===== src/rtl/median_share_arbiter_if.sv =====
// rtl/median_share_arbiter_if.sv - requester-side request/response bus of the shared median arbiter
interface median_share_arbiter_if #(
    parameter int NREQ = 3
);
    logic [NREQ-1:0]    req_valid;
    logic [NREQ-1:0]    req_ready;
    logic [32*NREQ-1:0] req_word0;
    logic [32*NREQ-1:0] req_word1;
    logic [32*NREQ-1:0] req_word2;
    logic [NREQ-1:0]    resp_valid;
    logic [31:0]        resp_data;

    modport master (
        output req_valid, req_word0, req_word1, req_word2,
        input  req_ready, resp_valid, resp_data
    );

    modport slave (
        input  req_valid, req_word0, req_word1, req_word2,
        output req_ready, resp_valid, resp_data
    );
endinterface


===== src/rtl/median_share_arbiter.sv =====
// rtl/median_share_arbiter.sv - round-robin sharing of one pipelined median unit among NREQ requesters
module median_share_arbiter #(
    parameter int NREQ       = 3,
    parameter int MED_LAT    = 2,
    parameter int RST_CYCLES = 2
) (
    input  logic                         clk,
    input  logic                         rst,
    median_share_arbiter_if.slave        bus,
    output logic                         busy,
    output logic [31:0]                  issued_count,
    output logic                         med_rst_n,
    output logic [31:0]                  med_word0,
    output logic [31:0]                  med_word1,
    output logic [31:0]                  med_word2,
    input  logic [31:0]                  med_median_word
);
    localparam int PW = $clog2(NREQ);
    localparam int CW = (RST_CYCLES > 1) ? $clog2(RST_CYCLES) : 1;

    typedef enum logic {MED_RST, RUN} state_e;

    state_e                     state_q, state_d;
    logic [CW-1:0]              rst_cnt_q, rst_cnt_d;
    logic [PW-1:0]              rr_ptr_q, rr_ptr_d;
    logic [31:0]                issued_q, issued_d;
    logic [MED_LAT-1:0]         tag_v_q, tag_v_d;
    logic [MED_LAT-1:0][PW-1:0] tag_id_q, tag_id_d;

    logic          run;
    logic          grant_found;
    logic [PW-1:0] grant_idx;
    logic [PW:0]   cand;
    logic          xfer;

    always_comb begin
        state_d   = state_q;
        rst_cnt_d = rst_cnt_q;
        if (state_q == MED_RST) begin
            rst_cnt_d = rst_cnt_q + 1'b1;
            if (rst_cnt_q == CW'(RST_CYCLES - 1)) begin
                state_d = RUN;
            end
        end
    end

    // Gating with rst keeps every combinational output at its reset value while rst is high.
    assign run       = (state_q == RUN) && !rst;
    assign med_rst_n = run;

    always_comb begin
        grant_found = 1'b0;
        grant_idx   = '0;
        cand        = '0;
        for (int k = 0; k < NREQ; k++) begin
            cand = {1'b0, rr_ptr_q} + (PW+1)'(k);
            if (cand >= (PW+1)'(NREQ)) begin
                cand = cand - (PW+1)'(NREQ);
            end
            if (!grant_found && bus.req_valid[cand[PW-1:0]]) begin
                grant_found = 1'b1;
                grant_idx   = cand[PW-1:0];
            end
        end
    end

    assign xfer = run && grant_found;

    always_comb begin
        bus.req_ready = '0;
        med_word0     = '0;
        med_word1     = '0;
        med_word2     = '0;
        if (xfer) begin
            bus.req_ready[grant_idx] = 1'b1;
            med_word0 = bus.req_word0[32*int'(grant_idx) +: 32];
            med_word1 = bus.req_word1[32*int'(grant_idx) +: 32];
            med_word2 = bus.req_word2[32*int'(grant_idx) +: 32];
        end
    end

    always_comb begin
        tag_v_d[0]  = xfer;
        tag_id_d[0] = grant_idx;
        for (int i = 1; i < MED_LAT; i++) begin
            tag_v_d[i]  = tag_v_q[i-1];
            tag_id_d[i] = tag_id_q[i-1];
        end
        rr_ptr_d = rr_ptr_q;
        if (xfer) begin
            rr_ptr_d = (grant_idx == PW'(NREQ - 1)) ? '0 : grant_idx + 1'b1;
        end
        issued_d = issued_q + 32'(xfer);
    end

    always_comb begin
        bus.resp_valid = '0;
        bus.resp_data  = '0;
        if (!rst && tag_v_q[MED_LAT-1]) begin
            bus.resp_valid[tag_id_q[MED_LAT-1]] = 1'b1;
            bus.resp_data = med_median_word;
        end
    end

    assign busy         = !rst && (|tag_v_q);
    assign issued_count = issued_q;

    always_ff @(posedge clk) begin
        if (rst) begin
            state_q   <= MED_RST;
            rst_cnt_q <= '0;
            rr_ptr_q  <= '0;
            issued_q  <= '0;
            tag_v_q   <= '0;
            tag_id_q  <= '0;
        end else begin
            state_q   <= state_d;
            rst_cnt_q <= rst_cnt_d;
            rr_ptr_q  <= rr_ptr_d;
            issued_q  <= issued_d;
            tag_v_q   <= tag_v_d;
            tag_id_q  <= tag_id_d;
        end
    end
endmodule


===== src/flat_wrapper.sv =====
// flat-port wrapper written by rule: the top's interface ports become plain ports
module median_share_arbiter_flat 
#(
    parameter int NREQ       = 3,
    parameter int MED_LAT    = 2,
    parameter int RST_CYCLES = 2
)
  (clk, rst, busy, issued_count, med_rst_n, med_word0, med_word1, med_word2, med_median_word, bus_req_valid, bus_req_word0, bus_req_word1, bus_req_word2, bus_req_ready, bus_resp_valid, bus_resp_data);
  median_share_arbiter_if #(.NREQ(NREQ)) bus_i ();
  input  logic clk;
  input  logic rst;
  output logic busy;
  output logic [31:0] issued_count;
  output logic med_rst_n;
  output logic [31:0] med_word0;
  output logic [31:0] med_word1;
  output logic [31:0] med_word2;
  input  logic [31:0] med_median_word;
  input wire logic [$bits(bus_i.req_valid)-1:0] bus_req_valid;
  input wire logic [$bits(bus_i.req_word0)-1:0] bus_req_word0;
  input wire logic [$bits(bus_i.req_word1)-1:0] bus_req_word1;
  input wire logic [$bits(bus_i.req_word2)-1:0] bus_req_word2;
  output wire logic [$bits(bus_i.req_ready)-1:0] bus_req_ready;
  output wire logic [$bits(bus_i.resp_valid)-1:0] bus_resp_valid;
  output wire logic [$bits(bus_i.resp_data)-1:0] bus_resp_data;
  assign bus_i.req_valid = bus_req_valid;
  assign bus_i.req_word0 = bus_req_word0;
  assign bus_i.req_word1 = bus_req_word1;
  assign bus_i.req_word2 = bus_req_word2;
  assign bus_req_ready = bus_i.req_ready;
  assign bus_resp_valid = bus_i.resp_valid;
  assign bus_resp_data = bus_i.resp_data;
  median_share_arbiter #(.NREQ(NREQ), .MED_LAT(MED_LAT), .RST_CYCLES(RST_CYCLES)) u_core (.clk(clk), .rst(rst), .bus(bus_i), .busy(busy), .issued_count(issued_count), .med_rst_n(med_rst_n), .med_word0(med_word0), .med_word1(med_word1), .med_word2(med_word2), .med_median_word(med_median_word));
endmodule

===== config.mk =====
export PLATFORM = sky130hd
export DESIGN_NAME = median_share_arbiter_flat
export DESIGN_NICKNAME = d
export VERILOG_FILES = /design/src/rtl/median_share_arbiter_if.sv /design/src/rtl/median_share_arbiter.sv /design/src/flat_wrapper.sv
export SDC_FILE = /design/constraint.sdc
export NUM_CORES = 1
export LEC_CHECK = 0
export BUFFER_PORTS_ARGS = -buffer_cell sky130_fd_sc_hd__buf_2
export CAP_MARGIN = 30
export CORE_AREA = 2 2 193 195
export CTS_BUF_LIST = sky130_fd_sc_hd__clkbuf_8
export CTS_CLUSTER_DIAMETER = 150
export DETAILED_ROUTE_END_ITERATION = 16
export DIE_AREA = 0 0 195 197
export PLACE_DENSITY = 0.36
export SETUP_SLACK_MARGIN = 0.05
export SYNTH_ARGS = -nofsm -noshare
export SYNTH_HDL_FRONTEND = slang
export SYNTH_SLANG_ARGS = --single-unit

===== constraint.sdc =====
create_clock -name clk -period 2.7 [get_ports clk]
set_input_delay 0.54 -clock clk [delete_from_list [all_inputs] [get_ports clk]]
set_output_delay 0.54 -clock clk [all_outputs]
set_load 0.01 [all_outputs]

==> flow_summary.rst <==
.. list-table::
   :header-rows: 1

   * - Metric
     - Value
   * - First-pass DRT Iterations
     - 4
   * - Max capacitance violation total
     - 0
   * - Max-slew violations
     - 0
   * - Worst hold path class
     - register to register
   * - Commonest non-fill, non-tap cells in the layout
     - sky130_fd_sc_hd__buf_2 (472), sky130_fd_sc_hd__a22oi_2 (94), sky130_fd_sc_hd__a21oi_2 (93)
   * - Core ar.
     - 36260 µm²
   * - Cell chosen for the clock root
     - sky130_fd_sc_hd__clkbuf_8
   * - Clock-pin slew on the worst setup and hold paths
     - 0.08 ns
   * - DRC violation count after routing
     - 0
   * - Delay of the slowest critical-path stage
     - 0.55 ns
   * - Endpoint class of the critical path
     - primary output
   * - Last weighted congestion value of the routability-driven placer
     - 0.8421
   * - Drt wl/cell
     - 17.49 µm
   * - Total area of multi-input combinational cells
     - 4126 µm²
   * - Pin slew with the least headroom to its limit
     - 0.4645 ns
   * - Final core utilization
     - 26.77%
   * - Worst skew pair latency
     - 0.30 ns
   * - Count of final setup violators
     - 105
   * - Number of unique standard cell types used by synthesis
     - 41
   * - Initial Util
     - 11.19%
   * - Worst-path cell chain
     - inv_4, ha_4, mux2_4, a21o_1, or4_4, a22oi_4, buf_12, buf_12, buf_12, nand2_1, a21oi_2, buf_2
   * - Layout Skew
     - 0.004653 ns
   * - Register Area
     - 848.3 µm²
   * - Syn-to-layout area delta
     - 139.1%
   * - Leakage
     - 4.567 nW
   * - Number of instances in the synthesized netlist
     - 587
   * - Hold bufs inserted after CTS
     - 0
   * - Number of input and output port buffers inserted
     - 492
   * - Post-synthesis register bit count
     - 42
   * - Endpoint with the worst hold slack
     - u_core.tag_id_q[3]$_SDFF_PP0_
   * - Post-synthesis sequential area ratio
     - 20.72%
   * - X dimension of the die
     - 195 µm
   * - Number of enable flip-flop cells after synthesis
     - 0
   * - Total clock buffers created by CTS
     - 5
   * - Number of rows in the core area
     - 70
   * - Number of nets with antenna violations after routing
     - 0
   * - Fill cells
     - 4074
   * - End of the worst register-to-register path
     - u_core.issued_count[22]$_SDFF_PP0_
   * - Hold WS
     - 0.4382 ns
   * - Die area
     - 38420 µm²
   * - Syn_nets
     - 919
   * - TritonCTS clock tree
     - yes
   * - Number of inserted diodes
     - 0
   * - Vias in the first global route
     - 6618
   * - Slack of the worst reg-to-reg path
     - -0.09 ns
   * - Wire length of the first global-routing pass
     - 40.16 mm
   * - Max stage delay cell, worst path
     - sky130_fd_sc_hd__or4_4
   * - Bufs and invs on worst path
     - 5
   * - H-tree level count
     - 2
   * - Die boundary height
     - 197 µm
   * - Total track usage
     - 13.50%
   * - Pin count of the biggest net entering global routing
     - 44
   * - Worst endpoint required time
     - 2.16 ns
   * - Arrival time at the worst endpoint
     - 2.91 ns
   * - Number of cells on the worst hold path
     - 1
   * - Setup WS post-layout
     - -0.7509 ns
   * - Fraction of layout instances using a drive strength above 1
     - 77.73%
   * - Number of nets in the layout
     - 1478
   * - RSZ-0062 raised after global routing
     - yes
   * - Fraction of registers with async set/reset
     - 0%
   * - Overflow left after global routing
     - 0
   * - Routed WL
     - 28.21 mm
   * - Power per cell area
     - 405.9 nW/µm²
   * - Setup crit start kind
     - register
   * - Total number of clock tree sinks
     - 42
   * - Synth warn
     - 0
   * - Highest ir drop seen on vdd
     - 0.1856 mV
   * - Max Clk Rate
     - 289.8 MHz
   * - Worst hold start
     - u_core.tag_id_d[3]$_SDFF_PP0_
   * - Ports placed on the boundary
     - 493
   * - Minimum clock period after layout
     - 3.451 ns
   * - Fin. Hold Viols
     - 0
   * - Run status
     - complete, but fails checks
   * - Worst reg2reg path depth
     - 16
   * - Synthesized area per cell
     - 6.915 µm²
   * - Family with the most delay on the worst path
     - buffers and inverters
   * - Violated checks
     - setup timing
   * - Post-synth top flop
     - sky130_fd_sc_hd__dfxtp_1
   * - CTS max path bufs
     - 2
   * - Leading cell type in the layout, fill and taps excluded
     - sky130_fd_sc_hd__buf_2
   * - Half-perimeter wire length after placement
     - 22.90 mm
   * - Cell area after synthesis
     - 4059 µm²
   * - Final setup TNS
     - -65.82 ns
   * - Worst rel slew slack
     - 69.03%
   * - R2r startpoint
     - u_core.rr_ptr_q[1]$_SDFFE_PP0P_
   * - Vias per cell
     - 4.004
   * - Violation count after the first detailed-route iteration
     - 177
   * - Total vias in the final route
     - 6459
   * - Critical path class
     - register to primary output
   * - Final worst-path cycle share
     - 127.8%
   * - Most frequent CP cell
     - sky130_fd_sc_hd__buf_12
   * - Critical-path maximum fanout
     - 9
   * - Number of antenna violations at the first check in global routing
     - 2
-- metal layers --
layer | vias to the layer above | wire length (µm) | global-route usage (%)
met2 | 239 | 15150 | 25.83
met3 | 20 | 1404 | 2.139
li1 | 3206 | - | -
met5 | - | 30 | 0
met4 | 4 | 350 | 2.205
met1 | 2990 | 11280 | 15.96
-- Yosys cell counts, types with 2 or more instances --
master                     number  area (µm²)
sky130_fd_sc_hd__a22oi_2       14       175.2
sky130_fd_sc_hd__nand4_1        6       37.54
sky130_fd_sc_hd__a22oi_1       82       615.6
sky130_fd_sc_hd__nand2_1      109       409.1
sky130_fd_sc_hd__dfxtp_1       42       840.8
sky130_fd_sc_hd__ha_1           7       87.58
sky130_fd_sc_hd__xor2_1        20       175.2
sky130_fd_sc_hd__xnor2_1        7       61.31
sky130_fd_sc_hd__nor2_1        33       123.9
sky130_fd_sc_hd__nor3b_1        2       15.01
sky130_fd_sc_hd__and3_1         9       56.30
sky130_fd_sc_hd__a21oi_1      102       510.5
sky130_fd_sc_hd__mux2i_1        2       20.02
sky130_fd_sc_hd__nand3_1       13       65.06
sky130_fd_sc_hd__o21ai_0        6       30.03
sky130_fd_sc_hd__or3_1          4       25.02
sky130_fd_sc_hd__nor3_1         4       20.02
sky130_fd_sc_hd__buf_4          6       45.04
sky130_fd_sc_hd__and2_1        37       231.5
sky130_fd_sc_hd__clkbuf_1      20       75.07
sky130_fd_sc_hd__nor2b_1       10       62.56
sky130_fd_sc_hd__buf_2         20       100.1
sky130_fd_sc_hd__buf_6          6       67.56
sky130_fd_sc_hd__and4_1         2       17.52
sky130_fd_sc_hd__nand3b_1       2       15.01
sky130_fd_sc_hd__inv_1          7       26.28
-- worst max-delay path by stage --
stage | start | to | cells after the start
4_1_cts | u_core.rr_ptr_q[1]$_SDFFE_PP0P_ | med_word2[20] | 12
3_5_place_dp | bus_req_valid[0] | med_word0[9] | 10
6_report | u_core.rr_ptr_q[1]$_SDFFE_PP0P_ | med_word1[21] | 12
3_3_place_gp | bus_req_valid[0] | med_word0[9] | 10
5_1_grt | u_core.rr_ptr_q[1]$_SDFFE_PP0P_ | med_word1[21] | 12
2_1_floorplan | u_core.rr_ptr_q[1]$_SDFFE_PP0P_ | med_word2[10] | 11
-- state kept, by name, indices dropped and copies added, names as in the netlist --
name	cells
u_core.state_q	1
u_core.tag_v_q	2
u_core.tag_id_q	2
u_core.rst_cnt_q	1
u_core.issued_count	32
u_core.rr_ptr_q	2
u_core.tag_id_d	2
-- repair_timing --
action	4_1_cts	5_1_grt
endpoints found under the hold margin	0	0
buffers inserted	13	10
gates cloned	8	5
gates resized for setup	98	100
setup endpoints to repair	117	126
pin swaps	24	62
-- through the flow --
| stage | setup WS (ns) | total power [mW] | instances | cell area (µm²) |
|---|---|---|---|---|
| global placement | -0.4934 | 2.797 | 1576 | 8442 |
| detailed placement | -0.5268 | 2.798 | 1576 | 8442 |
| CTS | -0.8142 | 3.738 | 1603 | 9200 |
| finish | -0.7509 | 3.940 | 1613 | 9707 |
| floorplan | -0.1906 | 1.826 | 587 | 4890 |
| global route | -0.8600 | 4.191 | 1613 | 9707 |
-- cell families after synthesis --
kind of cell	Yosys count	share of synthesized area [%]
buffers and inverters	61	8.015
XOR/XNOR	27	5.826
adder cells (fa/ha/maj)	7	2.158
AO/OA/AOI/OAI	212	35.05
flip-flops	42	20.72
multiplexers	3	0.8630
AND/OR/NAND/NOR	235	27.37
-- where the power goes --
group,switching [mW],total (mW),internal [mW]
clock network,0.223,0.421,0.198
logic,1.39,2.87,1.48
registers,0.0132,0.649,0.636
-- worst register-to-register path, stage by stage, from the launching register on --
cell and delay, ns:
sky130_fd_sc_hd__dfxtp_4 0.36, sky130_fd_sc_hd__buf_4 0.14, sky130_fd_sc_hd__ha_4 0.24, sky130_fd_sc_hd__buf_4 0.14, sky130_fd_sc_hd__buf_4 0.13, sky130_fd_sc_hd__o21ai_4 0.18, sky130_fd_sc_hd__buf_6 0.13, sky130_fd_sc_hd__o31ai_4 0.05
sky130_fd_sc_hd__inv_2 0.07, sky130_fd_sc_hd__buf_6 0.11, sky130_fd_sc_hd__ha_4 0.13, sky130_fd_sc_hd__ha_4 0.12, sky130_fd_sc_hd__and2_4 0.15, sky130_fd_sc_hd__nand4_1 0.14, sky130_fd_sc_hd__buf_2 0.18, sky130_fd_sc_hd__or3_4 0.33
sky130_fd_sc_hd__a21oi_2 0.13
-- layout make-up --
type	instances	area share, %
flip-flops and latches	42	8.739
repair buffers	605	41.48
well taps	468	6.032
inverters	8	0.3867
clock buffers	6	0.8507
multi-input cells	484	42.51
Power figures use the tool's default switching activity.
